===== src/rtl/can_frame_sequencer.sv =====
// rtl/can_frame_sequencer.sv - clocked Ethernet-to-CAN word sequencer with shadowed group commit
module can_frame_sequencer #(
    parameter int unsigned ID_A        = 513,
    parameter int unsigned ID_B        = 514,
    parameter int unsigned ID_C        = 515,
    parameter int unsigned ID_D        = 520,
    parameter int unsigned TIMEOUT_CYC = 50000,
    parameter int unsigned RST_DATA3   = 100,
    parameter int unsigned RST_DATA7   = 175
) (
    input  logic        clk,
    input  logic        rst,
    input  logic        cs,
    input  logic [15:0] byte_from_eth,
    output logic [15:0] data1,
    output logic [15:0] data2,
    output logic [15:0] data3,
    output logic [15:0] data4,
    output logic [15:0] data5,
    output logic [15:0] data6,
    output logic [15:0] data7,
    output logic        upd_a,
    output logic        upd_b,
    output logic        upd_c,
    output logic        err_seq,
    output logic        err_tmo,
    output logic [7:0]  err_cnt,
    output logic        busy
);

    localparam int TW = $clog2(TIMEOUT_CYC + 1);

    typedef enum logic [3:0] {
        IDLE, A1, A2, A3, B1, B2, B3, C1, D1
    } state_t;

    state_t        state, state_n;
    logic          sync1, sync2, edge_q, stb, act;
    logic [15:0]   word_q;
    logic [11:0]   sh0, sh1;
    logic [TW-1:0] tmo_cnt;
    logic          tmo_hit;

    logic [1:0]    tag;
    logic [11:0]   pay;
    logic          is_hdr;
    state_t        hdr_state;
    logic          ld0, ld1, clr_sh, com_a, com_b, com_c, seq_e, tmo_e;

    assign stb     = sync2 & ~edge_q;
    assign tag     = word_q[13:12];
    assign pay     = word_q[11:0];
    assign busy    = (state != IDLE);
    // A strobe clears the counter, so it can never race the timeout.
    assign tmo_hit = busy && !stb && (tmo_cnt == TW'(TIMEOUT_CYC - 1));

    always_comb begin
        is_hdr    = 1'b1;
        hdr_state = IDLE;
        if (word_q == 16'(ID_A))      hdr_state = A1;
        else if (word_q == 16'(ID_B)) hdr_state = B1;
        else if (word_q == 16'(ID_C)) hdr_state = C1;
        else if (word_q == 16'(ID_D)) hdr_state = D1;
        else                          is_hdr    = 1'b0;
    end

    always_ff @(posedge clk or posedge rst) begin
        if (rst) begin
            sync1  <= 1'b0;
            sync2  <= 1'b0;
            edge_q <= 1'b0;
            act    <= 1'b0;
            word_q <= '0;
        end else begin
            sync1  <= cs;
            sync2  <= sync1;
            edge_q <= sync2;
            act    <= stb;
            if (stb)
                word_q <= byte_from_eth;
        end
    end

    always_comb begin
        state_n = state;
        ld0     = 1'b0;
        ld1     = 1'b0;
        clr_sh  = 1'b0;
        com_a   = 1'b0;
        com_b   = 1'b0;
        com_c   = 1'b0;
        seq_e   = 1'b0;
        tmo_e   = 1'b0;
        if (tmo_hit) begin
            state_n = IDLE;
            clr_sh  = 1'b1;
            tmo_e   = 1'b1;
        end else if (act) begin
            case (state)
                IDLE: if (is_hdr) state_n = hdr_state;
                D1:   state_n = IDLE;
                default: begin
                    if (is_hdr) begin
                        seq_e   = 1'b1;
                        clr_sh  = 1'b1;
                        state_n = hdr_state;
                    end else begin
                        state_n = IDLE;
                        case (state)
                            C1: com_c = 1'b1;
                            A1, B1: begin
                                if (tag == 2'd1) begin
                                    ld0     = 1'b1;
                                    state_n = (state == A1) ? A2 : B2;
                                end
                            end
                            A2, B2: begin
                                if (tag == 2'd2) begin
                                    ld1     = 1'b1;
                                    state_n = (state == A2) ? A3 : B3;
                                end
                            end
                            A3: com_a = (tag == 2'd3);
                            B3: com_b = (tag == 2'd3);
                            default: ;
                        endcase
                        if ((state != C1) && (state_n == IDLE) && !com_a && !com_b) begin
                            seq_e  = 1'b1;
                            clr_sh = 1'b1;
                        end
                    end
                end
            endcase
        end
    end

    always_ff @(posedge clk or posedge rst) begin
        if (rst) begin
            state   <= IDLE;
            tmo_cnt <= '0;
            sh0     <= '0;
            sh1     <= '0;
        end else begin
            state <= state_n;
            if (stb || !busy)
                tmo_cnt <= '0;
            else if (!tmo_hit)
                tmo_cnt <= tmo_cnt + 1'b1;
            if (clr_sh) begin
                sh0 <= '0;
                sh1 <= '0;
            end else begin
                if (ld0) sh0 <= pay;
                if (ld1) sh1 <= pay;
            end
        end
    end

    // Data registers move only on a full commit; partial frames stay hidden.
    always_ff @(posedge clk or posedge rst) begin
        if (rst) begin
            data1   <= '0;
            data2   <= '0;
            data3   <= 16'(RST_DATA3);
            data4   <= '0;
            data5   <= '0;
            data6   <= '0;
            data7   <= 16'(RST_DATA7);
            upd_a   <= 1'b0;
            upd_b   <= 1'b0;
            upd_c   <= 1'b0;
            err_seq <= 1'b0;
            err_tmo <= 1'b0;
            err_cnt <= '0;
        end else begin
            upd_a   <= com_a;
            upd_b   <= com_b;
            upd_c   <= com_c;
            err_seq <= seq_e;
            err_tmo <= tmo_e;
            if (com_a) begin
                data1 <= {4'h0, sh0};
                data2 <= {4'h0, sh1};
                data3 <= {4'h0, pay};
            end
            if (com_b) begin
                data4 <= {4'h0, sh0};
                data5 <= {4'h0, sh1};
                data6 <= {4'h0, pay};
            end
            if (com_c)
                data7 <= word_q;
            if ((seq_e || tmo_e) && (err_cnt != 8'hFF))
                err_cnt <= err_cnt + 8'd1;
        end
    end

endmodule


===== config.mk =====
export PLATFORM = sky130hd
export DESIGN_NAME = can_frame_sequencer
export DESIGN_NICKNAME = d
export VERILOG_FILES = /design/src/rtl/can_frame_sequencer.sv
export SDC_FILE = /design/constraint.sdc
export NUM_CORES = 1
export LEC_CHECK = 0
export BUFFER_PORTS_ARGS = -buffer_cell sky130_fd_sc_hd__buf_4
export CORE_UTILIZATION = 50
export CTS_BUF_LIST = sky130_fd_sc_hd__clkbuf_2
export DETAILED_ROUTE_END_ITERATION = 7
export PLACE_DENSITY_LB_ADDON = 0.08
export SLEW_MARGIN = 20
export SYNTH_ARGS = -nofsm -noshare
export SYNTH_HDL_FRONTEND = slang
export SYNTH_SLANG_ARGS = --single-unit

===== constraint.sdc =====
create_clock -name clk -period 9.71 [get_ports clk]
set_input_delay 0.4855 -clock clk [delete_from_list [all_inputs] [get_ports clk]]
set_output_delay 0.4855 -clock clk [all_outputs]
set_load 0.02 [all_outputs]

**Yosys cells after proc, flatten, opt, wreduce, memory -nomap -nowiden**

Cells that the tools add are included.

- Input bits: 19
- Register bits after elaboration: 165
- Output and inout port bits: 126

- Multiplexer cells: 70
- Reduce and logical (&&, ||, !) cells: 22
- Bitwise logic cells: 2
- Add/sub/neg operators: 2
- Eq/ne operators: 20

Operators with widths:

| cell | number |
|---|---|
| $eq 16x10->1 const B | 4 |
| $mux 12 | 4 |
| $mux 4 | 12 |
| $mux 1 | 46 |
| $mux 16 | 2 |
| $add 16x1->16 const B | 1 |
| $eq 16x16->1 const B | 1 |
| $eq 4x3->1 const B | 4 |
| $mux 3 | 4 |
| $add 8x1->8 const B | 1 |
| $eq 4x2->1 const B | 2 |
| $logic_not 4->1 | 2 |
| $ne 8x8->1 const B | 1 |
| $pmux 4 s2 | 1 |
| $logic_and 1x1->1 | 6 |
| $pmux 3 s2 | 1 |
| $reduce_bool 2->1 | 3 |
| $reduce_or 2->1 | 3 |
| $eq 2x2->1 const B | 2 |
| $eq 4x1->1 const B | 1 |
| $eq 4x4->1 const B | 1 |
| $logic_not 1->1 | 4 |
| $ne 4x3->1 const B | 1 |
| $reduce_bool 4->1 | 1 |
| 7 further kinds | 8 |

**Longest topological paths before layout**

Gate-level depths: netlist of run 1.

- Depth in word-level cells: 20
- Depth in mapped cells: 11
- Mapped depth without buffers: 7

**Worst setup path before layout of run 1**

OpenSTA, ideal clock, no wires.

- Path kind: register to register
- From: reg sync2
- To: reg data4[10]
- Required time: 9585 ps
- Arrival time: 2222 ps
- Cell stages (with the launch flop): 11
- Setup time: 125 ps
- Path buffers: 4
- Path slack: 7363 ps
- Clock period less this slack: 2347 ps
- Path through: dfrtp_1 -> nor2b_2 -> buf_6 -> a21o_1 -> buf_6 -> or4_4 -> nand2_1 -> or4_1 -> buf_6 -> buf_6 -> mux2_2

- Cells in the longest elaborated chain, start to end: 5

Ends and longest elaborated chain:

| element | RTL line | source |
|---|---|---|
| from (decl) | 38 | `logic sync1, sync2, edge_q, stb, act;` |
| from (signal assigned) | 76 | `sync2 <= sync1;` |
| $and 1x1->1 | 50 | `assign stb = sync2 & ~edge_q;` |
| $logic_not 1->1 | 55 | `assign tmo_hit = busy && !stb && (tmo_cnt == TW'(TIMEOUT_CYC - 1));` |
| $logic_and 1x1->1 (2 in series) | 55 |  |
| $mux 1 | 94 | `if (tmo_hit) begin` |
| to (signal assigned) | 187 | `data4 <= {4'h0, sh0};` |
| to (decl) | 18 | `output logic [15:0] data4,` |

No other way between the ends.
A chain may end at the register's enable or synchronous reset.

**Worst setup path in the final report of run 1**

- From: reg sync2
- To: reg data4[11]

The elaborated chain is that of the path after synthesis.

==> reports/summary.txt, run 1 <==
Status - finished, final reports clean
Largest family of logic cells by synthesized area - multiplexers
Post-layout min period - 3.83 ns
Clock slew at the register clock pins of the worst setup and hold paths - 0.23 ns
Max stage delay cell, worst path - or4_2
Fillers - 1079
Worst EP arrival - 4.45 ns
Synthesized area per cell - 13.8 µm²
Setup Fix Bufs, Post-CTS - 0
Via count - 4377
EDFF count, synth - 0
Synth async-reset ratio - 100%
Row cnt - 42
Max-cap violations - 0
GR Overflow Total - 0
Peak VDD IR - 0.0844 mV
Die Wd - 120 µm
Die height - 120 µm
Placed Instance Area - 0.00783 mm²
Remaining DRCs - 0
Largest net degree at the start of global routing - 85
Register Area - 0.00414 mm²
Simple-gate portion of the synthesized area - 8.47%
CTS H-Tree Depth - 4
Clock root cell - clkbuf_2
Clock Sinks - 165
WP buf/inv - 0
Post-synthesis mux area share - 17.7%
Critical Path Sink Type - flip-flop
Worst path top cell family by delay - simple AND/OR/NAND/NOR gates
# IOs - 145
Hold/Removal Path Class - flip-flop to flip-flop
Pwr Density - 152 mW/mm²
Vias in the first global route - 4363
Max-slew violation count - 0
Pre-CTS setup slack - 5.91 ns
Worst-path cell chain - nor2b_2 > a21o_1 > or4_4 > nand2_1 > or4_2 > mux2_1
Core area - 0.0134 mm²
Reg2Reg Launch Point - sync2
Dpl cells - 777
Total CTS buffers - 17
Fmax - 261 MHz
Clock Latency Late Sink - 0.73 ns
Final worst slack - 5.88 ns
Initial DRC count - 281
Synth-to-Final Area Change - 20.0%
Crit path largest cell delay - 1.11 ns
XOR/XNOR Fraction of Synth Area - 2.39%
HPWL after DPL - 9.70 mm
Setup TNS - 0 ns
Area of the multi-input gates - 0.00253 mm²
Hold_ws - 0.395 ns
Kind of critical path - flip-flop to flip-flop
Die area - 0.0144 mm²
Final GP Congestion - 0.793
Most frequent cells in the layout - dfrtp_1 (156), buf_4 (120), mux2_2 (81)
Critical Path Start - sync2
Static Leak - 4.29 nW
RSZ-0062 raised after global routing - false
Drt first pass iters - 5
Hold Violations, Final - 0
Leading cell type in the layout, fill and taps excluded - dfrtp_1
Avg WL per Cell - 17.8 µm
Stages on worst setup path - 6
Seq cells post-synth - 165
First-pass GRT wire length - 23.5 mm
Post-synth cell types - 49
Fin area - 0.00837 mm²
Final ANT Viol Nets - 0
Mapped Area - 0.00698 mm²
Final Power - 1.27 mW
CP endpoint - data4[11]
Area share of fa/ha/maj cells after synthesis - 0.359%
CTS tree - built
Layout cells sized above 1 - 41.8%
Reg2Reg Depth - 6
N_diodes - 0
Synth Area in Compound Gates - 6.04%
Worst-Margin Slew - 1.09 ns
Post-layout util - 62.5%
Clk buf depth - 2
Global-route total usage across every layer - 21.4%
WP data required - 10.33 ns
Clock Skew - 0.0308 ns
Seq/Total Area, Yosys - 59.4%
Fin crit share - 39.5%
Slew margin rel. - 26.9%
Cells after synthesis - 507
Starting Density - 52.1%
Crit start category - flip-flop
Fin cells - 827
Worst Path Max Fanout - 38
Initial antenna violation count - 0
R2r endpoint - data4[11]
# setup viols final - 0
Total wire length - 14.7 mm
IO buf count - 120
Number of synthesis warnings - 0
Reg2reg setup slack - 5.88 ns
Top_reg_cell synth - dfrtp_1
Vias per cell - 5.29
Nets - 659
==> how the worst min path moves through the flow <==
stage,start,endpoint,slack [ns],cells after the start
floorplan,sync1,sync2,0.33,0
global placement,sync1,sync2,0.34,0
detailed placement,sync1,sync2,0.36,0
CTS,cs,sync1,0.35,2
global route,cs,sync1,0.34,2
finish,sync1,sync2,0.40,0
==> state kept, by name, indices dropped and copies added (netlist names) <==
signal / cells
data7: 16
state: 4
data5: 12
sync2: 1
err_cnt: 8
upd_c: 1
data4: 12
upd_b: 1
data2: 12
act: 1
word_q: 16
sh1: 12
sync1: 1
data3: 12
edge_q: 1
data6: 12
upd_a: 1
err_seq: 1
err_tmo: 1
sh0: 12
tmo_cnt: 16
data1: 12
==> layout make-up <==
type,count,share of cell area [%]
tap,176,2.63
clock inverter,15,3.26
clock buffer,17,1.02
sequential,165,49.5
multi-input combinational,309,30.2
inverter,6,0.329
timing repair buffer,139,13.1
==> Yosys cell counts, types with 2 or more instances <==
| cell type | number | area (µm²) |
|---|---|---|
| nor3_1 | 3 | 15.0 |
| nor4_1 | 4 | 25.0 |
| clkbuf_1 | 9 | 33.8 |
| mux2i_1 | 2 | 20.0 |
| buf_6 | 10 | 113 |
| dfstp_2 | 9 | 236 |
| ha_1 | 2 | 25.0 |
| mux2_1 | 3 | 33.8 |
| and3_1 | 9 | 56.3 |
| xnor2_1 | 7 | 61.3 |
| mux2_2 | 81 | 912 |
| nand4b_1 | 3 | 26.3 |
| nand4_1 | 9 | 56.3 |
| o31ai_2 | 2 | 25.0 |
| buf_4 | 27 | 203 |
| xor2_1 | 12 | 105 |
| a31oi_1 | 2 | 12.5 |
| or3_1 | 7 | 43.8 |
| nand3_1 | 6 | 30.0 |
| mux2_4 | 18 | 270 |
| a22o_1 | 28 | 245 |
| nand2b_1 | 4 | 25.0 |
| nor2b_1 | 4 | 25.0 |
| o21ai_0 | 7 | 35.0 |
| or4_1 | 2 | 15.0 |
| buf_2 | 4 | 20.0 |
| a21oi_1 | 8 | 40.0 |
| inv_1 | 6 | 22.5 |
| dfrtp_1 | 156 | 3900 |
| nor3b_1 | 4 | 30.0 |
| nand2_1 | 19 | 71.3 |
| nor2_1 | 23 | 86.3 |
==> power breakdown <==
group | switching, mW | leakage (nW) | internal, mW
registers | 0.0242 | 2.23 | 0.699
clock network | 0.246 | 0.192 | 0.249
logic | 0.0329 | 1.86 | 0.0212
==> cells by family (layout without fill, tap and decap cells) <==
family,count (synthesis),in the layout
mux,104,104
compound gates,55,55
other cells,1,24
flops,165,165
simple gates,105,105
buf+inv,56,177
fa+ha+maj,2,2
xor+xnor,19,19
==> routing by layer <==
layer / share of wire [%] / vias to the layer above / GRT usage (%)
met1: 46 / 2207 / 30.1
met2: 47 / 136 / 32.4
li1: - / 2019 / -
met4: 1.2 / 0 / 7.03
met5: 0 / - / 0
met3: 5.8 / 15 / 5.66
==> timing repair <==
item                                   4_1_cts  5_1_grt
gates resized for setup                      0        0
hold buffers                                18        0
endpoints found under the hold margin       95        0
Power figures use the tool's default switching activity.
==> run 2: changes to the inputs <==
clock period = 3.9 ns   (was 9.71 ns; I/O delays follow)
==> run 2 against run 1 <==
Routed wire length fell by 0.24%. Combinational power rose to 2.6 times the previous value. Via count rose by 1.2%. Die area did not move. Power rose by 130%. Largest cell class unchanged. Largest power group unchanged. Highest routed layer unchanged.
==> reports/summary.txt, run 2 (same netlist as run 1, synthesis figures left out) <==
Core area - 0.0134 mm²
Setup TNS - 0 ns
Reg2reg setup slack - 0.93 ns
Met2 usage - 34.0%
Row cnt - 42
Hold buffer count at cts - 18
Hold Violations, Final - 0
Clock Skew - 0.0298 ns
Clock Latency Late Sink - 0.70 ns
Total wire length - 14.7 mm
Setup Fix Bufs, Post-CTS - 0
GR Overflow Total - 0
Critical Path Start - state[1]
Clock root cell - clkbuf_2
Max-cap violations - 0
Final ANT Viol Nets - 0
First-pass GRT wire length - 24.0 mm
Worst EP arrival - 3.58 ns
HPWL after DPL - 9.93 mm
Largest regs - data7 (16), tmo_cnt (16), word_q (16)
Peak VDD IR - 0.202 mV
Final GP Congestion - 0.797
Layout cells sized above 1 - 41.8%
Starting Density - 52.1%
Worst-path cell chain - nor2_1 > a21o_1 > buf_4 > or4_4 > nand2_1 > or3_1 > mux2_2
CP endpoint - data7[11]
Clk buf depth - 2
WP data required - 4.51 ns
Fmax - 337 MHz
Placed Instance Area - 0.00789 mm²
Leading cell type in the layout, fill and taps excluded - dfrtp_1
RSZ-0062 raised after global routing - false
Crit path largest cell delay - 0.65 ns
Dpl cells - 784
Hold_sp - cs
Reg2Reg Launch Point - state[1]
Largest net degree at the start of global routing - 62
Most frequent cells in the layout - dfrtp_1 (156), buf_4 (127), mux2_2 (81)
Vias in the first global route - 4484
M1 GR Usage - 29.4%
CTS H-Tree Depth - 4
Clock Sinks - 165
Initial antenna violation count - 0
Crit start category - flip-flop
Top Usage Layer GRT - met2
Met3 usage - 6.89%
Avg WL per Cell - 17.6 µm
Nets - 666
Max-slew violation count - 0
Total CTS buffers - 17
Status - finished, final reports clean
Vias per cell - 5.31
Clock slew at the register clock pins of the worst setup and hold paths - 0.21 ns
Hold/Removal Path Class - input pin to flip-flop
Drt first pass iters - 4
Remaining DRCs - 0
Fin cells - 834
# IOs - 145
CTS tree - built
R2r endpoint - data7[11]
Critical Path Sink Type - flip-flop
Global-route total usage across every layer - 21.9%
Fin crit share - 76.1%
IO buf count - 120
Max stage delay cell, worst path - or3_1
Post-layout min period - 2.97 ns
# setup viols final - 0
Fillers - 1082
Reg2Reg Depth - 7
Worst-Margin Slew - 1.04 ns
Die area - 0.0144 mm²
Fin area - 0.00836 mm²
Static Leak - 4.29 nW
Synth-to-Final Area Change - 19.8%
Kind of critical path - flip-flop to flip-flop
Initial DRC count - 253
N_diodes - 0
Worst Path Max Fanout - 19
Pwr Density - 356 mW/mm²
Die height - 120 µm
Slew margin rel. - 30.1%
Via count - 4430
Die Wd - 120 µm
CTS resizes - 0
==> run 2: where the power goes <==
group	total [mW]	internal, mW	switching (mW)	leakage (nW)
clock network	1.03	0.483	0.551	0.164
logic	0.139	0.0562	0.0832	1.89
registers	1.80	1.74	0.0597	2.23
==> run 2: metal layers <==
layer | share of wire (%) | vias to the layer above | routed length, µm
met5 | 0 | - | 0
met2 | 48 | 155 | 7000
li1 | - | 2035 | -
met4 | 1.4 | 0 | 203
met1 | 44 | 2226 | 6500
met3 | 6.6 | 14 | 966
==> run 2: worst min path at each step <==
stage	slack [ns]	cells after the start	to
after floorplan	0.23	0	sync1
after global placement	0.31	1	sync1
after detailed placement	0.31	1	sync1
after CTS	0.07	2	sync1
after global routing	0.05	2	sync1
final	0.15	2	sync1
==> run 2: layout make-up <==
class	instances	area, µm²	area share [%]
well taps	176	220	2.64
clock buffers	20	100	1.20
inverters	6	26.3	0.314
repair buffers	146	1150	13.8
multi-input cells	309	2530	30.3
flip-flops and latches	165	4140	49.5
clock inverters	12	185	2.22
==> run 2: stage by stage <==
step | total power, mW | worst slack [ns] | utilization, % | hold WS, ns
after global placement | 1.95 | 0.989 | 58.9 | 0.309
after global routing | 3.10 | 0.723 | 62.4 | 0.0528
after CTS | 3.01 | 0.953 | 62.4 | 0.0686
after floorplan | 1.91 | 1.55 | - | 0.226
after detailed placement | 1.96 | 0.952 | 58.9 | 0.315
final | 2.97 | 0.931 | 62.4 | 0.150
==> run 2: worst max-delay path, delay by kind of cell (launching register included) <==
| kind | cells | cell delay [ns] |
|---|---|---|
| AO/OA/AOI/OAI | 1 | 0.19 |
| buffers and inverters | 1 | 0.19 |
| flip-flops | 1 | 0.63 |
| multiplexers | 1 | 0.41 |
| AND/OR/NAND/NOR | 4 | 1.45 |
==> run 3: changes to the inputs <==
clock period = 2.95 ns   (was 3.9 ns; I/O delays follow)
==> run 3 against run 2 <==
Clock skew fell by 0.0088 ns. Largest power group unchanged. Register-to-register slack got worse by 0.68 ns. Count of clock-buffer cells in the layout rose by 3. Non-clock buffer count is 13 higher. Hold slack worse by 0.042 ns. Global-route usage down 0.051 points.
==> reports/summary.txt, run 3 (same netlist as run 1, synthesis figures left out) <==
Final ANT Viol Nets - 0
Die Wd - 120 µm
Worst-path cell chain - buf_4 > nand4b_1 > o311ai_1 > a31oi_1 > or3_1 > o31ai_2 > a22o_1
Via count - 4493
Vias in the first global route - 4418
Pwr Density - 453 mW/mm²
Clk buf depth - 2
CTS tree - built
WP buf/inv - 1
Worst EP arrival - 3.37 ns
Clock root cell - clkbuf_2
N_diodes - 0
First-pass GRT wire length - 24.1 mm
Vias per cell - 5.30
Most frequent cells in the layout - dfrtp_1 (156), buf_4 (137), mux2_2 (81)
Hold Violations, Final - 0
Worst-Margin Slew - 0.898 ns
WP data required - 3.62 ns
Total CTS buffers - 17
# setup viols final - 0
Static Leak - 4.35 nW
Final Power - 3.83 mW
Clock Sinks - 165
Hold/Removal Path Class - input pin to asynchronous set/reset pin
Slew margin rel. - 39.8%
Max-slew violation count - 0
Layout cells sized above 1 - 43.2%
Remaining DRCs - 0
# IOs - 145
Crit path largest cell delay - 0.81 ns
Critical Path Sink Type - flip-flop
Synth-to-Final Area Change - 21.0%
Final GP Congestion - 0.842
Clock Latency Late Sink - 0.72 ns
Peak VDD IR - 0.291 mV
Clock Skew - 0.0210 ns
Global-route total usage across every layer - 21.9%
Setup Fix Bufs, Post-CTS - 0
Core area - 0.0134 mm²
Nets - 679
Largest net degree at the start of global routing - 49
Status - finished, final reports clean
Initial antenna violation count - 0
Fmax - 370 MHz
Leading cell type in the layout, fill and taps excluded - dfrtp_1
Starting Density - 52.1%
Crit start category - flip-flop
CTS H-Tree Depth - 4
RSZ-0062 raised after global routing - false
Row cnt - 42
GR Overflow Total - 0
Hold_ws - 0.108 ns
Die height - 120 µm
Max stage delay cell, worst path - o31ai_2
Clock slew at the register clock pins of the worst setup and hold paths - 0.21 ns
Fin crit share - 91.5%
Worst Path Max Fanout - 12
Setup TNS - 0 ns
Post-layout min period - 2.70 ns
Total wire length - 14.7 mm
Largest regs - data7 (16), tmo_cnt (16), word_q (16)
Kind of critical path - flip-flop to flip-flop
Worst path top cell family by delay - compound AO/OA/AOI/OAI gates
Max-cap violations - 0
Initial DRC count - 387
Die area - 0.0144 mm²
IO buf count - 120
Drt first pass iters - 5
Avg WL per Cell - 17.4 µm
HPWL after DPL - 10.3 mm
## run 3: area by class of cell
cell class              instances  area (µm²)
repair buffers                159        1280
inverters                       6        26.3
well taps                     176         220
flip-flops and latches        165        4140
clock buffers                  23         115
fillers                      1110        4960
clock inverters                 9         129
multi-input cells             309        2530
## run 3: path summary, 6_finish.rpt
kind	start	end	slack [ns]	cells past startpoint
worst max-delay path	state[0]	sh1[4]	0.25	7
worst min-delay path	rst	word_q[6]	0.11	3
worst max register to register	state[0]	sh1[4]	0.25	7
worst min register to register	sync1	sync2	0.37	0
max in group asynchronous	rst	data3[5]	1.98	4
min in group clk	byte_from_eth[10]	word_q[10]	0.19	3
## run 3: what timing repair did
| action | 4_1_cts | 5_1_grt |
|---|---|---|
| hold endpoints to repair | 51 | 0 |
| hold buffers | 19 | 0 |
| gates resized for setup | 0 | 0 |
## run 3: worst min-delay path, cell delays in order
cell           delay (ns)
dlygate4sd3_1        0.54
buf_4                0.14
clkinvlp_4           0.54
## run 3: report_power, final
| part | total [mW] | switching (mW) | internal [mW] |
|---|---|---|---|
| Combinational | 0.225 | 0.137 | 0.0878 |
| Sequential | 2.35 | 0.0533 | 2.30 |
| Clock | 1.25 | 0.757 | 0.492 |
## run 3: routing by layer
metal  vias up  share of wire, %  GRT usage, %
met5         -                 0             0
met4         0               1.6          7.89
met3        21               5.5          5.42
met2       148                47          33.1
met1      2272                46          30.6
li1       2052                 -             -
## run 3: per-stage QoR
step | utilization, % | worst slack, ns | cell area, µm² | std cells
after CTS | 63.0 | 0.289 | 8440 | 847
after floorplan | - | 0.603 | 7070 | 530
final | 63.0 | 0.251 | 8440 | 847
after global routing | 63.0 | 0.120 | 8440 | 847
after global placement | 59.7 | 0.380 | 8010 | 796
after detailed placement | 59.7 | 0.319 | 8010 | 796
